<file path="src/rtl/vga_rect_fill_pkg.sv">
// Shared definitions for the VGA rectangle-fill pixel source: screen geometry,
// colour type, fill FSM states and the clipping helper.
package vga_rect_fill_pkg;

  localparam int VGA_H_PIXELS = 160;
  localparam int VGA_V_PIXELS = 120;

  typedef logic [11:0] vga_color_t;

  typedef enum logic [1:0] {
    IDLE = 2'd0,
    FILL = 2'd1,
    DONE = 2'd2
  } rect_fill_state_t;

  // Exclusive end coordinate, optionally limited to the visible edge.
  function automatic logic [8:0] clip_end(input logic [8:0] end_raw,
                                          input logic [8:0] limit,
                                          input logic       clip);
    if (clip && (end_raw > limit)) begin
      return limit;
    end else begin
      return end_raw;
    end
  endfunction

endpackage

</file>
<file path="src/rtl/vga_rect_walker.sv">
// Raster-order x/y counters for one rectangle: loaded on start, stepped on
// advance, wrapping x back to the origin column at the end of each row.
module vga_rect_walker
  import vga_rect_fill_pkg::*;
(
  input  logic       clk,
  input  logic       reset,
  input  logic       start,
  input  logic       advance,
  input  logic [7:0] x0,
  input  logic [7:0] y0,
  input  logic [7:0] x_last,
  input  logic [7:0] y_last,
  output logic [7:0] x_next,
  output logic [7:0] y_next,
  output logic       last
);

  logic [7:0] x_r, y_r, x_org_r, x_last_r, y_last_r;

  // Coordinates of the pixel to present after this clock edge.
  always_comb begin
    x_next = x_r;
    y_next = y_r;
    if (start) begin
      x_next = x0;
      y_next = y0;
    end else if (advance) begin
      if (x_r == x_last_r) begin
        x_next = x_org_r;
        y_next = y_r + 8'd1;
      end else begin
        x_next = x_r + 8'd1;
        y_next = y_r;
      end
    end else begin
      x_next = x_r;
      y_next = y_r;
    end
  end

  assign last = (x_r == x_last_r) && (y_r == y_last_r);

  // Counter and rectangle-bound registers.
  always_ff @(posedge clk) begin
    if (reset) begin
      x_r      <= 8'd0;
      y_r      <= 8'd0;
      x_org_r  <= 8'd0;
      x_last_r <= 8'd0;
      y_last_r <= 8'd0;
    end else begin
      x_r <= x_next;
      y_r <= y_next;
      if (start) begin
        x_org_r  <= x0;
        x_last_r <= x_last;
        y_last_r <= y_last;
      end
    end
  end

endmodule

</file>
<file path="src/rtl/vga_rect_fill.sv">
// Rectangle-fill pixel source feeding VGA pixel memory, one write per accepted
// transfer in raster order. Optional clipping to the screen: VGA_RECT_CLIP_EN.
module vga_rect_fill
  import vga_rect_fill_pkg::*;
#(
  parameter int          H_PIXELS  = VGA_H_PIXELS,
  parameter int          V_PIXELS  = VGA_V_PIXELS,
  parameter logic [31:0] ADDR_BASE = 32'h0000_0000
) (
  input  logic        i_clk,
  input  logic        i_reset,
  input  logic        i_cmdValid,
  output logic        o_cmdReady,
  input  logic [7:0]  i_x0,
  input  logic [7:0]  i_y0,
  input  logic [7:0]  i_w,
  input  logic [7:0]  i_h,
  input  vga_color_t  i_color,
  input  logic        i_abort,
  output logic        o_pxlValid,
  input  logic        i_pxlReady,
  output logic [31:0] o_pxlAddr,
  output logic [31:0] o_pxlData,
  output logic        o_busy,
  output logic        o_done
);

`ifdef VGA_RECT_CLIP_EN
  localparam logic CLIP_EN = 1'b1;
`else
  localparam logic CLIP_EN = 1'b0;
`endif

  rect_fill_state_t state_r, next_state_s;
  logic        cmd_ready_r, pxl_valid_r, busy_r, done_r;
  logic [31:0] pxl_addr_r, pxl_data_r;
  logic        accept_s, empty_s, advance_s, last_s, origin_out_s;
  logic [8:0]  x_end_s, y_end_s;
  logic [7:0]  x_last_s, y_last_s, x_next_s, y_next_s;

  // End sums are 9 bits so a rectangle may run past column/row 255 and wrap.
  assign x_end_s  = clip_end({1'b0, i_x0} + {1'b0, i_w}, 9'(H_PIXELS), CLIP_EN);
  assign y_end_s  = clip_end({1'b0, i_y0} + {1'b0, i_h}, 9'(V_PIXELS), CLIP_EN);
  assign x_last_s = 8'(x_end_s - 9'd1);
  assign y_last_s = 8'(y_end_s - 9'd1);

  assign origin_out_s = CLIP_EN && (({1'b0, i_x0} >= 9'(H_PIXELS)) ||
                                    ({1'b0, i_y0} >= 9'(V_PIXELS)));
  assign empty_s   = (i_w == 8'd0) || (i_h == 8'd0) || origin_out_s;
  assign accept_s  = i_cmdValid && cmd_ready_r && (state_r == IDLE);
  assign advance_s = (state_r == FILL) && i_pxlReady;

  vga_rect_walker u_walker (
    .clk     (i_clk),
    .reset   (i_reset),
    .start   (accept_s),
    .advance (advance_s),
    .x0      (i_x0),
    .y0      (i_y0),
    .x_last  (x_last_s),
    .y_last  (y_last_s),
    .x_next  (x_next_s),
    .y_next  (y_next_s),
    .last    (last_s)
  );

  // Next-state logic for the fill sequencer.
  always_comb begin
    next_state_s = state_r;
    case (state_r)
      IDLE: begin
        if (accept_s) begin
          next_state_s = empty_s ? DONE : FILL;
        end else begin
          next_state_s = IDLE;
        end
      end
      FILL: begin
        if (i_abort) begin
          next_state_s = IDLE;
        end else if (advance_s && last_s) begin
          next_state_s = DONE;
        end else begin
          next_state_s = FILL;
        end
      end
      DONE:    next_state_s = IDLE;
      default: next_state_s = IDLE;
    endcase
  end

  // State register and registered outputs, all derived from the next state.
  always_ff @(posedge i_clk) begin
    if (i_reset) begin
      state_r     <= IDLE;
      cmd_ready_r <= 1'b0;
      pxl_valid_r <= 1'b0;
      busy_r      <= 1'b0;
      done_r      <= 1'b0;
      pxl_addr_r  <= 32'd0;
      pxl_data_r  <= 32'd0;
    end else begin
      state_r     <= next_state_s;
      cmd_ready_r <= (next_state_s == IDLE);
      pxl_valid_r <= (next_state_s == FILL);
      busy_r      <= (next_state_s != IDLE);
      done_r      <= (next_state_s == DONE);
      if (next_state_s == FILL) begin
        pxl_addr_r <= ADDR_BASE | {16'd0, y_next_s, x_next_s};
      end
      if (accept_s) begin
        pxl_data_r <= {20'd0, i_color};
      end
    end
  end

  assign o_cmdReady = cmd_ready_r;
  assign o_pxlValid = pxl_valid_r;
  assign o_pxlAddr  = pxl_addr_r;
  assign o_pxlData  = pxl_data_r;
  assign o_busy     = busy_r;
  assign o_done     = done_r;

endmodule

</file>
<file path="config.mk">
export PLATFORM = sky130hd
export DESIGN_NAME = vga_rect_fill
export DESIGN_NICKNAME = d
export VERILOG_FILES = /design/src/rtl/vga_rect_fill_pkg.sv /design/src/rtl/vga_rect_walker.sv /design/src/rtl/vga_rect_fill.sv
export SDC_FILE = /design/constraint.sdc
export NUM_CORES = 1
export LEC_CHECK = 0
export ABC_AREA = 0
export CAP_MARGIN = 20
export CORE_MARGIN = 2
export CORE_UTILIZATION = 49
export CTS_CLUSTER_SIZE = 8
export DETAILED_ROUTE_END_ITERATION = 8
export GPL_ROUTABILITY_DRIVEN = 0
export PLACE_DENSITY = 0.81
export SETUP_SLACK_MARGIN = 0.5
export SYNTH_ARGS = -nofsm -noshare
export SYNTH_HDL_FRONTEND = slang
export SYNTH_SLANG_ARGS = --single-unit
</file>
<file path="constraint.sdc">
create_clock -name i_clk -period 2.77 [get_ports i_clk]
set_input_delay 0.4155 -clock i_clk [delete_from_list [all_inputs] [get_ports i_clk]]
set_output_delay 0.4155 -clock i_clk [all_outputs]
set_load 0.01 [all_outputs]
</file>
==> key figures, run 1 <==
Detailed routing
  • WL/cell: 14.5 um
  • Drt pass-1 iters: 4
  • WL final: 10700 um
  • Post-route ant nets: 0
  • Routed vias: 3813
  • Remaining DRCs: 0
  • DR WL met2: 5630 um
  • Metal-1 WL: 4300 um
  • WL met3: 592 um
  • Highest routed layer: met4
  • Iteration-0 DRC Markers: 170
  • Vias per inst: 5.18

CTS
  • H-tree Lvls: 3
  • Clk sink count: 74
  • CTS buffer count: 9
  • Root Driver: clkbuf_8
  • Max Root-Sink Buffers: 2
  • TritonCTS clock tree: yes
  • Clock slew at reported path FFs: 0.08 ns
  • Hold Buf Count CTS: 0
  • Clock Latency Late Sink: 0.35 ns

Floorplanning
  • Initial Utilization: 0.498
  • Site row count: 34
  • Chip Width: 97.4 um
  • I/O Pins: 117
  • Total die area: 0.00949 mm2
  • Core area: 0.00859 mm2
  • Die height: 97.4 um

Synthesis
  • Post-Syn Area: 0.00428 mm2
  • Top post-synthesis cells by area: dfxtp_1 35%, ha_1 8.2%, nand2_1 6.9%
  • Flops & latches, synth: 74
  • Warnings from Yosys: 0
  • Area fraction of the dominant cell type after synthesis: 0.346
  • Syn Inst Count: 530
  • Syn Area/Cell: 8.07 um2
  • Post-synth top area cell: dfxtp_1
  • Asr flop ratio synth: 0
  • Top_reg_cell synth: dfxtp_1
  • Post-synth EDFFs: 0
  • Synth unique cells: 52
  • Sequential area share after synthesis: 0.346

Pwr
  • Clock power share: 0.310
  • Highest ir drop seen on vdd: 0.310 mV
  • Combinational share of power: 0.296
  • Int Pwr: 2160 uW
  • Sw power: 987 uW
  • PnR Total Power: 3150 uW
  • Leakage: 0.00243 uW
  • Power density over the cells: 565 mW/mm2
  • Sequential Power Share: 0.394
  • Sw Share: 0.314

Timing
  • Worst-margin pin slew: 0.659 ns
  • Final Setup Violations: 0
  • Final number of max-transition violations: 0
  • Final clock skew: 0.00929 ns
  • Tmin final: 2.27 ns
  • RSZ-0062 raised after global routing: yes
  • Fin crit share: 0.821
  • Final hold viol count: 0
  • Fmax: 440 MHz
  • Headroom to the max-slew limit: 0.561

Finish
  • Most frequent cells in the layout: 79 x nand2_1, 74 x dfxtp_1, 62 x clkdlybuf4s50_1
  • Synth-to-Final Area Change: 30.2%
  • Layout fillers: 706
  • Layout cells sized above 1: 0.142
  • Antenna Cells: 0
  • End-of-flow core utilization: 0.648
  • Most common cell after layout, fill and taps aside: nand2_1
  • Layout net count: 702

Critical path
  • Reg2Reg Setup Slack: 0.64 ns
  • Reg2reg start: u_walker.x_r[0]
  • Crit end category: flip-flop
  • CP peak stage delay: 0.38 ns
  • Maximum fanout along the worst path: 2
  • RR Endpoint: o_pxlAddr[12]
  • Crit Path Class: input port to flip-flop
  • Worst path cell trace: dlygate4sd2_1 -> inv_2 -> ha_2 -> inv_2 -> ha_4 -> fa_2 -> a21o_1 -> a21oi_2 -> o21bai_1 -> a21oi_1 -> nor4b_1 -> a311o_1
  • Worst EP arrival: 2.51 ns
  • Worst path bufs/invs: 3
  • Startpoint Class: input port
  • R2r worst-path depth: 7
  • Crit-path slowest cell: fa_2
  • Most frequent cell on the critical path: inv_2
  • Worst path top cell family by delay: compound AO/OA/AOI/OAI gates
  • Req. time, crit path: 3.01 ns

Min path
  • Hold Path Depth: 3
  • Hold WC Path Type: input port to flip-flop
  • HP Start: i_x0[1]
  • Hold EP: u_walker.x_org_r[1]

Flow run
  • Max cap viols: 0

Status
  • Outcome: completed

Global routing
  • Vias in the first global route: 3676
  • Grt ovf: 0
  • GR Util All Layers: 0.216
  • Pin count of the biggest net entering global routing: 63
  • Initial antenna violation count: 0
  • First-pass GRT wire length: 16900 um

Placed design
  • I/O Buffers: 80
  • Dpl hpwl: 7440 um
sequential cells by signal, indices dropped and copies added (netlist names), 2 cells and up:
| register | flops |
|---|---|
| state_r | 2 |
| o_pxlData | 12 |
| u_walker.x_last_r | 8 |
| o_pxlAddr | 16 |
| u_walker.y_last_r | 8 |
| u_walker.y_r | 8 |
| u_walker.x_r | 8 |
| u_walker.x_org_r | 8 |
worst max path at each step:
stage | start | endpoint | slack, ns | cells past startpoint
global placement | i_y0[1] | u_walker.y_last_r[7] | -0.07 | 12
CTS | i_y0[1] | u_walker.y_last_r[7] | 0.46 | 12
global route | i_y0[5] | u_walker.y_last_r[7] | 0.42 | 10
detailed placement | i_y0[1] | u_walker.y_last_r[7] | -0.20 | 12
finish | i_y0[0] | u_walker.y_last_r[7] | 0.50 | 12
floorplan | i_x0[1] | u_walker.x_last_r[7] | 0.51 | 11
synth_stat cells, drive strengths merged, types with 2 or more instances:
cell,number
nand2,80
dfxtp,74
inv,60
a21oi,48
buf,47
nor2,29
ha,28
xnor2,26
clkbuf,15
nand4,11
nor4,9
xor2,9
nand3,8
a211oi,7
o21ai,7
a21o,6
mux2i,6
nor3,6
o22ai,6
and4,4
nor4b,4
o21bai,4
o311a,4
a311o,3
nor3b,3
a311oi,2
and3,2
fa,2
nand2b,2
o211a,2
or2,2
or3,2
area by class of cell:
| class | instances | area (um2) | area share |
|---|---|---|---|
| multi-input combinational | 368 | 2480 | 0.446 |
| sequential | 74 | 1480 | 0.266 |
| timing repair buffer | 109 | 1000 | 0.180 |
| inverter | 61 | 229 | 0.0411 |
| clock buffer | 11 | 151 | 0.0272 |
| tap | 108 | 135 | 0.0243 |
| clock inverter | 5 | 85.1 | 0.0153 |
worst reg2reg max path: stages, from the launching register on:
cell and delay (ns):
dfxtp_1 0.45, xnor2_1 0.21, nand4_4 0.23, nor3_4 0.27, buf_4 0.25, nand4_2 0.13
a311oi_2 0.35, o22ai_1 0.12
power groups by stage:
stage	Combinational [uW]	Clock (uW)	Sequential [uW]
floorplan	562	0	1260
global placement	826	0	1260
detailed placement	849	0	1260
CTS	884	987	1240
global route	1030	1030	1250
finish	932	974	1240
per-stage QoR:
stage          setup TNS, ns  cells  setup WS (ns)  hold slack (ns)  cell area, um2
3_3_place_gp         -0.0930    706        -0.0728            0.443            5110
3_5_place_dp          -0.332    706         -0.195            0.450            5110
4_1_cts                    0    735          0.463            0.463            5480
5_1_grt                    0    736          0.418            0.403            5570
6_report                   0    736          0.497            0.389            5570
2_1_floorplan              0    565          0.515            0.433            4430
kinds of logic after synthesis:
logic type,synth area share
other,0.000877
adders and majority gates,0.0913
muxes,0.0167
AOI/OAI and AO/OA,0.140
xor gates and xnor gates,0.0717
and+or+nand+nor,0.190
DFF,0.346
buffers and inverters,0.143
what timing repair did:
| item | CTS | global route |
|---|---|---|
| endpoints found under the setup margin | 10 | 8 |
| resized for setup | 28 | 25 |
| buffers inserted | 13 | 1 |
| cloned | 0 | 0 |
| pin swaps | 16 | 15 |
metal layers:
layer / global-route usage / vias to the layer above
li1: - / 1888
met1: 0.264 / 1796
met2: 0.382 / 114
met3: 0.0482 / 15
met4: 0.0577 / 0
met5: 0 / -
(Power assumes the default switching activity.)
==> run 2: changes to the inputs <==
Settings changed: CORE_UTILIZATION 49 to 44, PLACE_DENSITY 0.81 to 0.77.
Clock period 2.77 ns to 1.95 ns, I/O delays scaled along.
==> key figures, run 2 (same netlist as run 1, synthesis figures left out) <==
Timing
  • RSZ-0062 raised after global routing: yes
  • Hold WS: 0.296 ns (-0.0931 ns)
  • Final clock skew: 0.0172 ns (+0.00793 ns)
  • Tmin final: 2.08 ns
  • Final Setup Violations: 8 (+8)
  • Final number of max-transition violations: 0 (unchanged)
  • Final WS setup: -0.130 ns (-0.626 ns)
  • Fmax: 481 MHz
  • Headroom to the max-slew limit: 0.608 (+0.0477)
  • Final hold viol count: 0 (unchanged)
  • Setup TNS: -0.212 ns (-0.212 ns)
  • Worst-margin pin slew: 0.588 ns (-0.0716 ns)
  • Fin crit share: 1.07

Pwr
  • Int Pwr: 3650 uW (+69%)
  • Sw Share: 0.358 (+0.0443)
  • Leakage: 0.00337 uW (+39%)
  • Highest ir drop seen on vdd: 0.580 mV (+87%)
  • Power density over the cells: 730 mW/mm2 (+29%)
  • Combinational share of power: 0.466 (+0.170)
  • Clock power share: 0.218 (-0.092)
  • Sequential Power Share: 0.316 (-0.078)
  • Sw power: 2040 uW (+110%)

Critical path
  • Req. time, crit path: 2.26 ns (-0.75 ns)
  • Crit Path Class: flip-flop to flip-flop
  • Worst path cell trace: xnor2_1 -> nand4_1 -> o21ai_2 -> o311ai_4 -> buf_6 -> buf_6 -> buf_12 -> or2_0 -> a21oi_1
  • Crit end category: flip-flop
  • Crit-path slowest cell: dfxtp_1
  • Critical path launch point: u_walker.y_last_r[2]
  • Worst EP arrival: 2.38 ns (-0.13 ns)
  • Reg2reg start: u_walker.y_last_r[2]
  • Startpoint Class: flip-flop
  • Maximum fanout along the worst path: 4 (+2)
  • Most frequent cell on the critical path: buf_6
  • CP peak stage delay: 0.36 ns (-0.02 ns)

Detailed routing
  • Iteration-0 DRC Markers: 254 (+49%)
  • Highest routed layer: met4
  • Vias per inst: 5.63 (+8.7%)
  • Post-route ant nets: 0 (unchanged)
  • WL met3: 1150 um (+93%)
  • Routed vias: 4830 (+27%)
  • WL final: 18100 um (+70%)
  • Drt pass-1 iters: 5 (+1)
  • DR WL met2: 9420 um (+67%)
  • Metal-1 WL: 6270 um (+46%)
  • Remaining DRCs: 0 (unchanged)
  • WL/cell: 21.1 um (+45%)

Placed design
  • DP Cell Count: 778 (+10%)
  • Dpl hpwl: 8720 um (+17%)
  • I/O Buffers: 80 (unchanged)

Finish
  • Layout fillers: 482 (-32%)
  • Register Area: 0.00155 mm2 (+4.3%)
  • Number of flip-flops in the largest register: 16 (unchanged)
  • Multi-input gate area: 0.00346 mm2 (+39%)
  • Most frequent cells in the layout: 67 x nand2_1, 65 x buf_4, 51 x dfxtp_1
  • Layout cells sized above 1: 0.491 (+0.349)
  • Layout net count: 804 (+15%)
  • Antenna Cells: 0 (unchanged)
  • Most common cell after layout, fill and taps aside: nand2_1
  • Final std cells w/o fill: 858 (+17%)
  • Synth-to-Final Area Change: 82.4%

Global routing
  • First-pass GRT wire length: 22400 um (+33%)
  • Vias in the first global route: 4587 (+25%)
  • Pin count of the biggest net entering global routing: 38 (-40%)
  • Grt ovf: 0 (unchanged)
  • GR Util All Layers: 0.280 (+0.0638)
  • Initial antenna violation count: 0 (unchanged)

CTS
  • Max Root-Sink Buffers: 2 (unchanged)
  • Clk sink count: 74 (unchanged)
  • TritonCTS clock tree: yes
  • Clock slew at reported path FFs: 0.08 ns (about the same)
  • Clock Latency Late Sink: 0.38 ns (+0.03 ns)
  • Root Driver: clkbuf_8
  • Hold Buf Count CTS: 0 (unchanged)
  • H-tree Lvls: 3 (unchanged)
  • CTS buffer count: 9 (unchanged)

Floorplanning
  • Initial Utilization: 0.458 (-0.0392)
  • Total die area: 0.0105 mm2 (+11%)
  • Site row count: 35 (+2.9%)
  • I/O Pins: 117 (unchanged)
  • Die height: 103 um (+5.3%)
  • Chip Width: 103 um (+5.3%)
  • Core area: 0.00933 mm2 (+8.5%)

Min path
  • Hold WC Path Type: input port to flip-flop
  • HP Start: i_x0[0]

Status
  • Failing checks: negative setup slack
  • Outcome: finished, violations left

Flow run
  • Max cap viols: 0 (unchanged)
run 2: final timing paths:
check             slack, ns  depth (start not counted)                    to
hold reg to reg        0.46                          2         o_pxlData[10]
setup reg to reg      -0.13                          9          o_pxlAddr[8]
setup / recovery      -0.13                          9          o_pxlAddr[8]
hold / removal         0.30                          4  u_walker.x_last_r[0]
run 2: stage by stage:
step	area [um2]	utilization	worst slack [ns]	power [uW]
floorplan	4830	-	-0.128	2770
CTS	7100	0.761	-0.00704	5110
global route	7800	0.836	-0.130	5900
finish	7800	0.836	-0.130	5690
detailed placement	5880	0.631	-0.868	3360
global placement	5880	0.631	-0.804	3300
run 2: layer usage:
layer / global-route usage / vias up
li1: - / 2103
met1: 0.304 / 2345
met2: 0.512 / 276
met3: 0.0475 / 106
met4: 0.158 / 0
met5: 0 / -
run 2: repair_timing:
| action | 4_1_cts | 5_1_grt |
|---|---|---|
| setup endpoints to repair | 103 | 68 |
| setup buffers | 35 | 23 |
| pin swaps | 80 | 75 |
| gates resized for setup | 287 | 99 |
| cloned | 4 | 3 |
run 2: layout make-up:
type                            instances  area share
Clock buffer                           10      0.0176
Clock inverter                          5     0.00706
Inverter                               61      0.0386
Multi-Input combinational cell        369       0.443
Sequential cell                        74       0.198
Tap cell                              129      0.0207
Timing Repair Buffer                  210       0.275
run 2: worst max-delay path: cells and delay by family (launching register included):
kind,cells,cell delay [ns]
AO/OA/AOI/OAI,3,0.56
AND/OR/NAND/NOR,2,0.45
XOR/XNOR,1,0.23
buffers and inverters,3,0.40
flip-flops,1,0.36
run 2: power by group through the flow:
stage	clock network, uW	logic (uW)	registers [uW]
2_1_floorplan	0	962	1810
3_3_place_gp	0	1510	1790
3_5_place_dp	0	1560	1800
4_1_cts	1200	2140	1770
5_1_grt	1300	2790	1810
6_report	1240	2650	1800
==> run 3: changes to the inputs <==
Settings changed: SLEW_MARGIN from default to 20.
==> results of run 3 <==
No change in the layout: final DEF, timing and power equal those of run 2.
